### config.mk
export PLATFORM = sky130hd
export DESIGN_NAME = snapshot_capture_ctrl
export DESIGN_NICKNAME = d
export VERILOG_FILES = /design/src/rtl/snapshot_pkg.sv /design/src/rtl/snapshot_capture_ctrl.sv
export SDC_FILE = /design/constraint.sdc
export NUM_CORES = 1
export LEC_CHECK = 0
export CAP_MARGIN = 10
export CORE_MARGIN = 5
export CORE_UTILIZATION = 43
export DETAILED_ROUTE_END_ITERATION = 7
export PLACE_DENSITY = 0.82
export SLEW_MARGIN = 10
export SYNTH_ARGS = -nofsm -noshare
export SYNTH_HDL_FRONTEND = slang
export SYNTH_SLANG_ARGS = --single-unit
### constraint.sdc
create_clock -name user_clk -period 5.1 [get_ports user_clk]
set_input_delay 1.02 -clock user_clk [delete_from_list [all_inputs] [get_ports user_clk]]
set_output_delay 1.02 -clock user_clk [all_outputs]
set_load 0.1 [all_outputs]
### src/rtl/snapshot_pkg.sv
// Shared types and bit positions for the gbe1 RX snapshot capture controller.
package snapshot_pkg;

  typedef enum logic [1:0] {StIdle, StArmed, StCapture, StDone} state_e;

  // Control word bit positions
  localparam int unsigned ARM      = 0;
  localparam int unsigned SW_TRIG  = 1;
  localparam int unsigned WE_FORCE = 2;
  localparam int unsigned LEN_LSB  = 16;

  // Status word bit positions
  localparam int unsigned DONE  = 31;
  localparam int unsigned ARMED = 30;
  localparam int unsigned CAPT  = 29;

endpackage

### src/rtl/snapshot_capture_ctrl.sv
// Snapshot capture controller: arm on a rising arm bit, wait for a trigger, then write
// len_m1 + 1 words into the snapshot BRAM and report progress in a status word.
module snapshot_capture_ctrl
  import snapshot_pkg::*;
#(
  parameter int unsigned DATA_WIDTH = 64,
  parameter int unsigned ADDR_WIDTH = 10
) (
  input  logic                  user_clk,
  input  logic                  user_rst,
  input  logic [31:0]           ctrl,
  input  logic [DATA_WIDTH-1:0] din,
  input  logic                  we_in,
  input  logic                  trig_in,
  output logic [ADDR_WIDTH-1:0] bram_addr,
  output logic [DATA_WIDTH-1:0] bram_data,
  output logic                  bram_we,
  output logic [31:0]           status
);

  localparam logic [ADDR_WIDTH:0] CountOne = 1;

  logic [31:0]           ctrl_r;
  logic                  arm_d;
  state_e                state;
  logic [ADDR_WIDTH-1:0] len_q;
  logic [ADDR_WIDTH:0]   count;

  logic                  arm_rise;
  logic                  wr;
  logic                  trig;
  logic                  do_write;
  logic                  last_word;
  logic [ADDR_WIDTH-1:0] len_m1;
  logic [ADDR_WIDTH-1:0] wr_addr;
  logic [31:0]           status_d;
  logic                  unused_ctrl;

  assign arm_rise  = ctrl_r[ARM] & ~arm_d;
  assign wr        = we_in | ctrl_r[WE_FORCE];
  assign trig      = trig_in | ctrl_r[SW_TRIG];
  assign len_m1    = ctrl_r[LEN_LSB +: ADDR_WIDTH];
  assign wr_addr   = count[ADDR_WIDTH-1:0];
  assign last_word = (wr_addr == len_q);
  // The triggering cycle in ARMED is itself a capture cycle.
  assign do_write  = wr & (((state == StArmed) & trig) | (state == StCapture));
  assign unused_ctrl = ^ctrl_r;

  always_comb begin
    status_d                 = '0;
    status_d[ADDR_WIDTH:0]   = count;
    status_d[DONE]           = (state == StDone);
    status_d[ARMED]          = (state == StArmed);
    status_d[CAPT]           = (state == StCapture);
  end

  always_ff @(posedge user_clk or posedge user_rst) begin
    if (user_rst) begin
      ctrl_r    <= '0;
      arm_d     <= 1'b0;
      state     <= StIdle;
      len_q     <= '0;
      count     <= '0;
      bram_addr <= '0;
      bram_data <= '0;
      bram_we   <= 1'b0;
      status    <= '0;
    end else begin
      ctrl_r  <= ctrl;
      arm_d   <= ctrl_r[ARM];
      status  <= status_d;
      bram_we <= 1'b0;
      if (arm_rise) begin
        // Re-arming aborts whatever is in flight.
        state <= StArmed;
        len_q <= len_m1;
        count <= '0;
      end else begin
        if (do_write) begin
          bram_we   <= 1'b1;
          bram_addr <= wr_addr;
          bram_data <= din;
          count     <= count + CountOne;
        end
        case (state)
          StArmed: begin
            if (trig) state <= (do_write && last_word) ? StDone : StCapture;
          end
          StCapture: begin
            if (do_write && last_word) state <= StDone;
          end
          default: ;
        endcase
      end
    end
  end

endmodule

==> impl_metrics.py, run 1 <==
metrics = {
    "placed_design": {
        "numPortBuffers": 169,
        "gp_congestion": 0.798,
        "place.detailed.hpwl_microns": 8140,
        "place_ws_ns": 1.93,
        "dpl_cell_area_sq_mm": 0.00678,
    },
    "synthesis": {
        "avgSynthCellArea_sq_um": 14.8,
        "synth-xor-area-share_pct": 1.73,
        "yosys.area_share.simple_pct": 6.82,
        "synth_most_common_cell": "dfrtp_1",
        "yosysWarnings": 0,
        "synth_top_area_share_pct": 62.3,
        "ys_async_sr_fraction_pct": 100,
        "muxShareOfSynthArea_pct": 20.3,
        "synth.area.top_cells": "dfrtp_1 (62%), mux2_4 (15%), mux2_2 (3.3%)",
        "synth_seq_cells": 126,
        "synth_cells": 341,
        "synth-compound-area-share_pct": 3.46,
        "synthTopCellsByCount": "dfrtp_1 (126), mux2_4 (49), nand2_1 (36)",
        "synth_edf_count": 0,
        "synthFlopType": "dfrtp_1",
        "synth_cell_type_count": 40,
        "ys_seq_area_share_pct": 62.3,
        "synthAdderAreaFrac_pct": 0.247,
        "yosysTopAreaCell": "dfrtp_1",
        "synth_top_family_by_area": "multiplexers",
        "syn-cell-area_sq_mm": 0.00506,
    },
    "timing": {
        "setup_tns_ns": 0,
        "rsz0062_at_grt": "false",
        "fmax_mhz": 337,
        "timing.final.hold_violations": 0,
        "period_share_pct": 58.1,
        "setup_viol": 0,
        "drv_slew": 0,
        "relSlewSlack_pct": 31.7,
        "setup_slack_ns": 2.14,
        "worst_pin_slew_ns": 1.02,
        "skew_ns": 0.00737,
        "min_period_ns": 2.96,
    },
    "clock_tree": {
        "htreeDepth": 4,
        "cts_buffers": 17,
        "path_clk_slew_ns": 0.06,
        "post-cts-setup-buffer-count": 0,
        "cts_hold_buf": 0,
        "tritoncts": "yes",
        "cts.sinks": 126,
        "postCtsResizedCells": 0,
        "clk_latency_ns": 0.40,
        "cts-root-buf": "clkbuf_16",
        "cts-root-to-sink-buffers": 2,
    },
    "worst_setup_path": {
        "cp_top_family": "buffers and inverters",
        "path_cells": "clkdlybuf4s50_1",
        "r2r-start": "state[0]$_DFFE_PP0P_",
        "worstSetupPathType": "flip-flop to primary output",
        "endpoint_kind": "primary output",
        "arrival_ns": 1.94,
        "slowest_delay_ns": 1.15,
        "crit_slowest_cell": "clkdlybuf4s50_1",
        "critPathMaxFanout": 2,
        "ff2ff_path_depth": 5,
        "rrSetupSlack_ns": 2.93,
        "worstSetupStartpointType": "flip-flop",
        "timing.critical_path.buf_inv": 1,
        "r2r_end": "bram_data[2]$_DFFE_PP0P_",
        "cp.required_ns": 4.08,
    },
    "floorplanning": {
        "initial_core_util_pct": 44.1,
        "ios": 207,
        "core_area_sq_mm": 0.0115,
        "die_h_microns": 118,
        "rows": 39,
        "die-area_sq_mm": 0.0140,
        "die_x_microns": 118,
    },
    "final_layout": {
        "final-seq-area_sq_mm": 0.00315,
        "design_area_sq_mm": 0.00737,
        "drive_gt1_share_pct": 20.0,
        "area_growth_syn_to_layout_pct": 45.7,
        "nNetsFinal": 620,
        "n_antenna_cell": 0,
        "multiInputGateArea_sq_mm": 0.00172,
        "fill_cells": 820,
    },
    "routing": {
        "antenna_left": 0,
        "wirelength_microns": 11300,
        "via_per_inst": 4.89,
        "routed-via-count": 3297,
        "dr.pass1.iters": 5,
        "drtIter0Drc": 198,
        "wl_per_cell_microns": 16.8,
        "post-route-drc-count": 0,
    },
    "min_path": {
        "hold_path.class": "flip-flop to flip-flop",
        "min_path_cells": 0,
        "worstHoldStart": "ctrl_r[0]$_DFF_PP0_",
        "whs_endpoint": "arm_d$_DFF_PP0_",
    },
    "global_route": {
        "antenna_found_initial": 0,
        "grt_usage_pct": 16.6,
        "grt_overflow": 0,
        "grt_pass1_wl_microns": 18600,
        "grt_max_degree": 62,
        "grt_pass1_vias": 3535,
    },
    "run_status": {
        "status": "finished, final reports clean",
    },
    "flow_run": {
        "maxCapViolations": 0,
    },
}
==> layout make-up <==
cell class | count | share of cell area, %
clock buffer | 19 | 6.14
clock inverter | 12 | 1.87
inverter | 1 | 0.0848
multi-input combinational | 199 | 23.3
sequential | 126 | 42.8
tap | 143 | 2.43
timing repair buffer | 174 | 23.5
==> worst register-to-register path: stages, from the launching register on <==
cell,delay (ns)
dfrtp_1,0.41
nor2b_2,0.29
a21oi_4,0.16
nor3_4,0.15
buf_4,0.58
mux2_2,0.47
==> worst max path at each step <==
stage          slack, ns                       from  depth (start not counted)                        to
6_report            2.14  bram_data[24]$_DFFE_PP0P_                          1             bram_data[24]
5_1_grt             2.08  bram_data[24]$_DFFE_PP0P_                          1             bram_data[24]
4_1_cts             2.11  bram_data[24]$_DFFE_PP0P_                          1             bram_data[24]
3_5_place_dp        1.93                    trig_in                          6  bram_data[2]$_DFFE_PP0P_
3_3_place_gp        1.99                    trig_in                          6  bram_data[0]$_DFFE_PP0P_
2_1_floorplan       0.72                   user_rst                          1           arm_d$_DFF_PP0_
==> routing by layer <==
metal | share of wire (%) | global-route usage, % | routed length [microns] | up-vias
met5 | 0 | 0 | 0 | -
met4 | 1.8 | 6.17 | 208 | 0
met3 | 8.1 | 5.83 | 916 | 22
met2 | 49 | 27.3 | 5610 | 161
met1 | 41 | 20.2 | 4610 | 1607
li1 | - | - | - | 1507
==> metrics by stage <==
step                cells  hold WS, ns  utilization [%]
detailed placement    643        0.390             59.1
global route          674        0.421             64.3
CTS                   674        0.402             64.3
finish                674        0.398             64.3
floorplan             358        0.352                -
global placement      643        0.376             59.1
==> cell families (layout without fill, tap and decap cells) <==
logic type / count (synthesis) / after routing
buffers and inverters: 33 / 206
DFF: 126 / 126
adders and majority gates: 1 / 1
other: 1 / 18
muxes: 75 / 75
AOI/OAI and AO/OA: 26 / 26
and+or+nand+nor: 69 / 69
xor gates and xnor gates: 10 / 10
==> flip-flops by register name, indices dropped and copies added (netlist names), 2 cells and up <==
| name | count |
|---|---|
| bram_data | 64 |
| bram_addr | 10 |
| ctrl_r | 13 |
| count | 11 |
| status | 14 |
| state | 2 |
| len_q | 10 |
==> placed cells by master, fill, tap and decap left out, types with 9 or more instances in the layout <==
cell type	count
a21oi_1	9
clkbuf_16	17
clkdlybuf4s50_1	169
conb_1	18
dfrtp_1	126
mux2_1	10
mux2_2	15
mux2_4	49
nand2_1	36
xor2_1	10
Power of run 1 is left out: the tool's default activity adds up to more than one toggle a clock period on the data nets, which glitch-free logic cannot reach.
==> inputs of run 2 (changes only) <==
==> constraint.sdc (replaced) <==
create_clock -name user_clk -period 2.98 [get_ports user_clk]
set_input_delay 0.596 -clock user_clk [delete_from_list [all_inputs] [get_ports user_clk]]
set_output_delay 0.596 -clock user_clk [all_outputs]
set_load 0.1 [all_outputs]
==> impl_metrics.py, run 2 (synthesized netlist as in run 1, its figures left out) <==
metrics = {
    "placed_design": {
        "numPortBuffers": 169,
        "place.detailed.hpwl_microns": 8510,
        "gp_congestion": 0.811,
    },
    "clock_tree": {
        "cts_buffers": 17,
        "path_clk_slew_ns": 0.06,
        "cts-root-buf": "clkbuf_16",
        "clk_latency_ns": 0.41,
        "postCtsResizedCells": 0,
        "tritoncts": "yes",
        "htreeDepth": 4,
        "post-cts-setup-buffer-count": 0,
        "cts_hold_buf": 0,
        "cts.sinks": 126,
        "cts-root-to-sink-buffers": 2,
    },
    "timing": {
        "period_share_pct": 70.1,
        "timing.final.hold_violations": 0,
        "min_period_ns": 2.09,
        "fmax_mhz": 479,
        "drv_slew": 0,
        "setup_viol": 0,
        "relSlewSlack_pct": 63.4,
        "worst_pin_slew_ns": 0.549,
        "setup_tns_ns": 0,
        "skew_ns": 0.00680,
        "rsz0062_at_grt": "false",
    },
    "worst_setup_path": {
        "r2r-start": "ctrl_r[0]$_DFF_PP0_",
        "endpoint_kind": "flip-flop",
        "r2r_end": "bram_addr[7]$_DFFE_PP0P_",
        "ff2ff_path_depth": 5,
        "worstSetupPathType": "input pin to flip-flop",
        "critPathMaxFanout": 64,
        "cp.required_ns": 3.28,
        "arrival_ns": 2.39,
        "rrSetupSlack_ns": 1.02,
        "worstSetupStartpointType": "input pin",
    },
    "routing": {
        "wl_per_cell_microns": 17.8,
        "routed-via-count": 3346,
        "drtIter0Drc": 276,
        "via_per_inst": 4.94,
        "antenna_left": 0,
        "wirelength_microns": 12000,
        "post-route-drc-count": 0,
        "dr.pass1.iters": 4,
    },
    "floorplanning": {
        "ios": 207,
        "die_h_microns": 118,
        "die_x_microns": 118,
        "core_area_sq_mm": 0.0115,
        "rows": 39,
        "initial_core_util_pct": 44.1,
        "die-area_sq_mm": 0.0140,
    },
    "final_layout": {
        "n_antenna_cell": 0,
        "nNetsFinal": 622,
        "fill_cells": 830,
        "reg_top3": "bram_data (64), status (14), ctrl_r (13)",
        "layout_common_cells": "dfrtp_1 (126), buf_4 (93), clkdlybuf4s50_1 (80)",
        "area_growth_syn_to_layout_pct": 42.2,
        "drive_gt1_share_pct": 37.1,
        "layout_commonest_cell": "dfrtp_1",
        "largest_register": "bram_data",
        "largest_register_ffs": 64,
    },
    "global_route": {
        "antenna_found_initial": 0,
        "grt_pass1_wl_microns": 19100,
        "grt_overflow": 0,
        "grt_usage_pct": 17.5,
        "grt_pass1_vias": 3397,
        "grt_max_degree": 65,
    },
    "min_path": {
        "min_path_cells": 0,
        "whs_endpoint": "arm_d$_DFF_PP0_",
        "hold_path.class": "flip-flop to flip-flop",
        "worstHoldStart": "ctrl_r[0]$_DFF_PP0_",
    },
    "run_status": {
        "status": "finished, final reports clean",
    },
    "flow_run": {
        "maxCapViolations": 0,
    },
}
-- run 2: cell types whose count changed in the layout (fill, tap and decap cells not counted), sizes merged --
cell	change
clkinvlp	+1
inv	-2
clkdlybuf4s50	-89
clkbuf	-1
clkinv	+3
buf	+91
-- run 2: per-stage QoR --
step                area (sq um)  cells  utilization (%)  setup WS [ns]  hold WS [ns]
finish                      7200    677             62.8          0.892         0.397
global route                7200    677             62.8          0.817         0.422
CTS                         7200    677             62.8          0.921         0.399
detailed placement          6610    645             57.7          0.480         0.381
global placement            6610    645             57.7          0.497         0.378
floorplan                   5130    358                -          0.831         0.352
-- run 2: area by class of cell --
| type | instances | area (sq um) | share of cell area, % |
|---|---|---|---|
| clock buffers | 18 | 439 | 6.10 |
| well taps | 143 | 179 | 2.49 |
| clock inverters | 14 | 144 | 2.00 |
| repair buffers | 176 | 1560 | 21.7 |
| multi-input cells | 199 | 1720 | 23.8 |
| inverters | 1 | 7.51 | 0.104 |
| flip-flops and latches | 126 | 3150 | 43.8 |
-- run 2: routing by layer --
metal / vias up / track usage (%) / share of wire, %
met5: - / 0 / 0
met4: 0 / 6.59 / 1.8
met3: 23 / 6.59 / 8.2
met2: 169 / 27.9 / 49
met1: 1647 / 21.7 / 41
li1: 1507 / - / -
-- run 2: worst max-delay path, cell delays in order --
cell and delay (ns):
clkdlybuf4s50_1 0.47, or2_1 0.19, a21oi_4 0.10, nor3_4 0.18, buf_12 0.40, mux2_2 0.39
-- run 2: how the worst max path moves through the flow --
stage	slack, ns	to	cells after the start	startpoint
after global routing	0.82	bram_addr[7]$_DFFE_PP0P_	6	trig_in
final	0.89	bram_addr[7]$_DFFE_PP0P_	6	trig_in
after global placement	0.50	bram_data[2]$_DFFE_PP0P_	5	we_in
after detailed placement	0.48	bram_data[0]$_DFFE_PP0P_	6	trig_in
after CTS	0.92	bram_addr[9]$_DFFE_PP0P_	6	trig_in
after floorplan	0.83	arm_d$_DFF_PP0_	1	user_rst
Power of run 2 is left out for the same reason.
==> inputs of run 3 (changes only) <==
==> constraint.sdc (replaced) <==
create_clock -name user_clk -period 2.17 [get_ports user_clk]
set_input_delay 0.434 -clock user_clk [delete_from_list [all_inputs] [get_ports user_clk]]
set_output_delay 0.434 -clock user_clk [all_outputs]
set_load 0.1 [all_outputs]
==> impl_metrics.py, run 3 (synthesized netlist as in run 1, its figures left out) <==
metrics = {
    "clock_tree": {
        "post-cts-setup-buffer-count": 0,
        "cts_hold_buf": 0,
        "cts-root-buf": "clkbuf_16",
        "cts.sinks": 126,
        "postCtsResizedCells": 0,
        "cts-root-to-sink-buffers": 2,
        "path_clk_slew_ns": 0.06,
        "cts_buffers": 17,
        "tritoncts": "yes",
        "clk_latency_ns": 0.41,
        "htreeDepth": 4,
    },
    "final_layout": {
        "largest_register": "bram_data",
        "nNetsFinal": 631,
        "layout_commonest_cell": "dfrtp_1",
        "largest_register_ffs": 64,
        "area_growth_syn_to_layout_pct": 45.8,
        "n_antenna_cell": 0,
        "reg_top3": "bram_data (64), status (14), ctrl_r (13)",
        "layout_common_cells": "dfrtp_1 (126), buf_4 (94), clkdlybuf4s50_1 (80)",
        "final_cells": 686,
        "drive_gt1_share_pct": 37.8,
        "fin_util_pct": 64.3,
    },
    "worst_setup_path": {
        "cp.required_ns": 2.47,
        "endpoint_kind": "flip-flop",
        "r2r-start": "state[1]$_DFFE_PP0P_",
        "r2r_end": "bram_addr[8]$_DFFE_PP0P_",
        "critPathMaxFanout": 15,
        "worstSetupPathType": "flip-flop to flip-flop",
        "ff2ff_path_depth": 6,
        "arrival_ns": 2.08,
        "rrSetupSlack_ns": 0.38,
        "crit_start": "state[1]$_DFFE_PP0P_",
        "worstSetupStartpointType": "flip-flop",
    },
    "routing": {
        "routed-via-count": 3332,
        "wirelength_microns": 12400,
        "dr.pass1.iters": 4,
        "via_per_inst": 4.86,
        "post-route-drc-count": 0,
        "wl_per_cell_microns": 18.1,
        "antenna_left": 0,
        "drtIter0Drc": 259,
    },
    "run_status": {
        "status": "finished, final reports clean",
    },
    "timing": {
        "timing.final.hold_violations": 0,
        "fmax_mhz": 559,
        "worst_pin_slew_ns": 0.532,
        "skew_ns": 0.00674,
        "drv_slew": 0,
        "rsz0062_at_grt": "false",
        "min_period_ns": 1.79,
        "setup_viol": 0,
        "period_share_pct": 82.4,
        "relSlewSlack_pct": 64.5,
    },
    "min_path": {
        "min_path_cells": 0,
        "hold_path.class": "flip-flop to flip-flop",
        "whs_endpoint": "arm_d$_DFF_PP0_",
        "worstHoldStart": "ctrl_r[0]$_DFF_PP0_",
    },
    "global_route": {
        "grt_overflow": 0,
        "grt_pass1_wl_microns": 19700,
        "grt_usage_pct": 18.0,
        "grt_max_degree": 47,
        "grt_pass1_vias": 3523,
        "antenna_found_initial": 0,
    },
    "placed_design": {
        "gp_congestion": 0.792,
        "dp.cells": 654,
        "place.detailed.hpwl_microns": 9020,
        "numPortBuffers": 169,
    },
    "floorplanning": {
        "core_area_sq_mm": 0.0115,
        "initial_core_util_pct": 44.1,
        "die_h_microns": 118,
        "rows": 39,
        "ios": 207,
        "die_x_microns": 118,
        "die-area_sq_mm": 0.0140,
    },
    "flow_run": {
        "maxCapViolations": 0,
    },
}
## run 3: changes by cell type in the layout (fill, tap and decap cells not counted), moves of 2 or more
cell	previous run	this run
clkbuf_1	0	2
clkinvlp_4	6	3
buf_12	3	11
clkbuf_8	1	4
## run 3: routing by layer
layer	part of all wire, %	vias to the layer above	GRT usage [%]
met2	50	168	29.9
met3	8.3	25	6.40
li1	-	1520	-
met4	2.0	0	6.87
met1	40	1619	21.5
met5	0	-	0
## run 3: worst max-delay path by stage
stage | endpoint | slack (ns)
after floorplan | arm_d$_DFF_PP0_ | 0.18
final | bram_addr[8]$_DFFE_PP0P_ | 0.38
after global placement | bram_addr[8]$_DFFE_PP0P_ | 0.0007
after global routing | bram_addr[8]$_DFFE_PP0P_ | 0.28
after CTS | bram_addr[8]$_DFFE_PP0P_ | 0.37
after detailed placement | bram_addr[8]$_DFFE_PP0P_ | -0.05
## run 3: layout make-up
cell class                      instances  area, sq um
Multi-Input combinational cell        199         1720
Tap cell                              143          179
Clock buffer                           23          488
Fill cell                             823         4090
Timing Repair Buffer                  185         1730
Clock inverter                          9          108
Inverter                                1         7.51
Sequential cell                       126         3150
## run 3: critical path, stage by stage, from the launching register on
cell and delay, ns:
dfrtp_1 0.44, nor2b_2 0.24, a21oi_4 0.11, nor3_4 0.17
buf_12 0.19, buf_12 0.18, mux2_2 0.34
## run 3: through the flow
stage	hold slack (ns)	TNS (ns)	cell area (sq um)	worst slack (ns)
final	0.404	0	7380	0.383
after global placement	0.384	0	6780	0.000693
after global routing	0.416	0	7380	0.283
after detailed placement	0.386	-0.906	6780	-0.0535
after floorplan	0.352	0	5130	0.183
after CTS	0.402	0	7380	0.372
Power of run 3 is left out for the same reason.
